### config.mk
export PLATFORM = sky130hd
export DESIGN_NAME = demux_1to8_module
export DESIGN_NICKNAME = d
export VERILOG_FILES = /design/src/rtl/demux_1to8_module.sv
export SDC_FILE = /design/constraint.sdc
export NUM_CORES = 1
export LEC_CHECK = 0
export CAP_MARGIN = 20
export CORE_AREA = 2 2 39 41
export CTS_BUF_LIST = sky130_fd_sc_hd__clkbuf_4 sky130_fd_sc_hd__clkbuf_8
export CTS_CLUSTER_DIAMETER = 30
export DETAILED_ROUTE_END_ITERATION = 10
export DIE_AREA = 0 0 41 43
export SLEW_MARGIN = 20
export SYNTH_ARGS = -nofsm -noshare
export SYNTH_HDL_FRONTEND = slang
export SYNTH_SLANG_ARGS = --single-unit
### constraint.sdc
create_clock -name clk -period 0.8 [get_ports clk]
set_input_delay 0.16 -clock clk [delete_from_list [all_inputs] [get_ports clk]]
set_output_delay 0.16 -clock clk [all_outputs]
set_load 0.01 [all_outputs]
### src/rtl/demux_1to8_module.sv
// 1-to-N demultiplexer: steers Din onto lane S and drives IDLE_VAL on every other lane.
// The output stage is either registered on clk with async active-low reset, or purely combinational.
module demux_1to8_module #(
   parameter int unsigned           SEL_W    = 3,
   parameter int unsigned           DATA_W   = 1,
   parameter bit                    OUT_REG  = 1'b1,
   parameter logic [DATA_W-1:0]     IDLE_VAL = '0
) (
   input  logic                          clk,
   input  logic                          rst_n,
   input  logic [DATA_W-1:0]             Din,
   input  logic [SEL_W-1:0]              S,
   output logic [DATA_W*(2**SEL_W)-1:0]  Y
);

   localparam int unsigned N = 2 ** SEL_W;

   logic [DATA_W*N-1:0] next_y;
   logic [DATA_W*N-1:0] idle_bus;

   always_comb begin
      idle_bus = '0;
      for (int k = 0; k < N; k++) begin
         idle_bus[k*DATA_W +: DATA_W] = IDLE_VAL;
      end
   end

   // An X/Z select makes the equality unknown, which falls to the idle branch.
   always_comb begin
      next_y = idle_bus;
      for (int k = 0; k < N; k++) begin
         if (S == SEL_W'(k)) begin
            next_y[k*DATA_W +: DATA_W] = Din;
         end
      end
   end

   if (OUT_REG) begin : g_reg
      logic [DATA_W*N-1:0] y_q;

      always_ff @(posedge clk or negedge rst_n) begin
         if (!rst_n) begin
            y_q <= idle_bus;
         end else begin
            y_q <= next_y;
         end
      end

      assign Y = y_q;
   end else begin : g_comb
      assign Y = next_y;
   end

endmodule

==> impl_metrics.yaml <==
cts:
  cts_made_buffers: 3
  cts_num_sinks: 8
  clk_path_buf_depth: 2
  cts_tree: "done"
  cts_setup_buffers: 0
  cts_root_buffer: "clkbuf_4"
  htree_num_levels: 1
  clk_pin_slew_ps: 50
finish:
  largest_reg_flops: 8
  syn_to_final_growth_pct: 49.4
  seqCellArea_um2: 200
  fin_nets: 40
  multi_input_area_um2: 96.3
  fillers: 137
  drive_gt1_frac: 0.594
  antenna_cells: 0
  layoutNonFillerInstCount: 48
  final_area_um2: 443
critical_path:
  cp_top_family: "flip-flops"
  cp_max_fo: 1
  cp.arrival_ps: 750
  cp.required_ps: 640
  slowest_delay_ps: 360
  start_kind: "flop"
  worst_path_max_delay_cell: "dfrtp_1"
  worst-path-buf-inv: 1
  path_cells: "buf_2"
  endpoint_kind: "output pin"
  path_class: "flop to output pin"
run_status:
  violations: "negative setup slack"
  outcome: "complete, but fails checks"
sta:
  timing.final.ws_setup_ps: -106
  timing.final.crit_period_ps: 906
  drv_slew: 0
  finalCritPeriodShare: 1.13
  fmax_ghz: 1.10
  setup_viol: 8
  rsz0062_at_grt: "true"
  relSlewSlack: 0.767
  finalHoldViolCount: 0
  setup_tns_ps: -729
  tightestPinTransition_ps: 348
grt:
  antenna_found_initial: 0
  grt_max_degree: 9
  grt_overflow: 0
  gr-usage-all-layers: 0.0856
  grt_pass1_wl_um: 966
  grt_pass1_vias: 217
pwr:
  clockPowerShare: 0.375
  p_sw_w: 0.000165
  comb_power_share: 0.096
  vdd_ir_drop_max_mv: 0.568
  p_leak_nw: 0.228
  p_seq_frac: 0.529
  powerDensity_nw_per_um2: 1790
  swShare: 0.209
  p_int_w: 0.000625
placed_design:
  place_congestion: 0.606
  dp.cells: 45
  dpl_worst_slack_ps: -345
  hpwl_um: 425
  port_buffers: 13
  placed_area_um2: 447
route:
  wirelength_um: 553
  viasPerCell: 4.19
  final_antenna_net_count: 0
  post-route-drc-count: 0
  first_pass_iters: 1
  vias: 201
  first_iter_violations: 0
  wire_per_inst_um: 11.5
yosys:
  syn_area_per_cell_um2: 18.5
  yosysWarnings: 0
  synth_nets: 22
  yosysUniqueCellTypes: 5
  synth-seq-cells: 8
  synth_seq_area_share: 0.675
  syn_inst: 16
  netlist_area_um2: 297
die:
  die_y_um: 43
  rows: 14
  start_util: 0.214
  die_area_um2: 1760
  coreArea_um2: 1380
  io_pins: 14
  die_w_um: 41
hold_path:
  hold_class: "input port to async pin"
flow_run:
  drv_cap: 0
[cells in the mapped netlist]
master    number  area share
and4b_2        3        0.11
nor4b_2        1       0.051
and4_2         1       0.034
and4bb_2       3        0.13
dfrtp_1        8        0.68
[kinds of logic (layout without fill, tap and decap cells)]
logic type             after synthesis  after routing  synth area share
DFF                                  8              8             0.675
buffers and inverters                0             16                 0
and+or+nand+nor                      8              8             0.325
[path summary, 6_finish.rpt]
check                       from  endpoint  slack (ps)  cells past startpoint
setup / recovery            Y[2]      Y[2]        -110                      1
hold / removal             rst_n      Y[1]         180                      1
max in group asynchronous  rst_n      Y[3]         360                      1
min in group clk            S[0]      Y[0]         350                      2
[area by class of cell]
cell class,instances,share of cell area
Clock buffer,3,0.0508
Multi-Input combinational cell,8,0.218
Sequential cell,8,0.452
Tap cell,16,0.0452
Timing Repair Buffer,13,0.234
[power by group through the flow]
| stage | clock network (W) | logic [W] | registers (W) |
|---|---|---|---|
| after floorplan | 0 | 0.0000157 | 0.000431 |
| after global placement | 0 | 0.0000869 | 0.000425 |
| after detailed placement | 0 | 0.0000904 | 0.000425 |
| after CTS | 0.000312 | 0.0000730 | 0.000418 |
| after global routing | 0.000336 | 0.0000849 | 0.000419 |
| final | 0.000297 | 0.0000758 | 0.000418 |
[metrics by stage]
step / utilization / power [W] / hold slack (ps)
2_1_floorplan: - / 0.000446 / -136
3_3_place_gp: 0.323 / 0.000511 / 455
3_5_place_dp: 0.323 / 0.000515 / 458
4_1_cts: 0.307 / 0.000802 / 188
5_1_grt: 0.320 / 0.000840 / 195
6_report: 0.320 / 0.000791 / 184
[layer usage]
layer / wire length, um / vias up / global-route usage
met3: 83 / 0 / 0.0419
met5: 0 / - / 0
met2: 252 / 13 / 0.106
li1: - / 97 / -
met4: 0 / 0 / 0.0600
met1: 216 / 91 / 0.111
[layout by cell type (no fill, tap or decap)]
cell type | Yosys | layout
buf_6 | 0 | 3
dlygate4sd2_1 | 0 | 4
dfrtp_1 | 8 | 8
and4b_2 | 3 | 3
clkbuf_4 | 0 | 3
and4bb_2 | 3 | 3
buf_2 | 0 | 5
and4_2 | 1 | 1
nor4b_2 | 1 | 1
clkdlybuf4s50_1 | 0 | 1
[timing repair]
action	CTS	global route
resized for setup	36	3
endpoints found under the setup margin	16	8
hold buffers	0	0
Note: power is estimated with default switching activity, not from simulation.
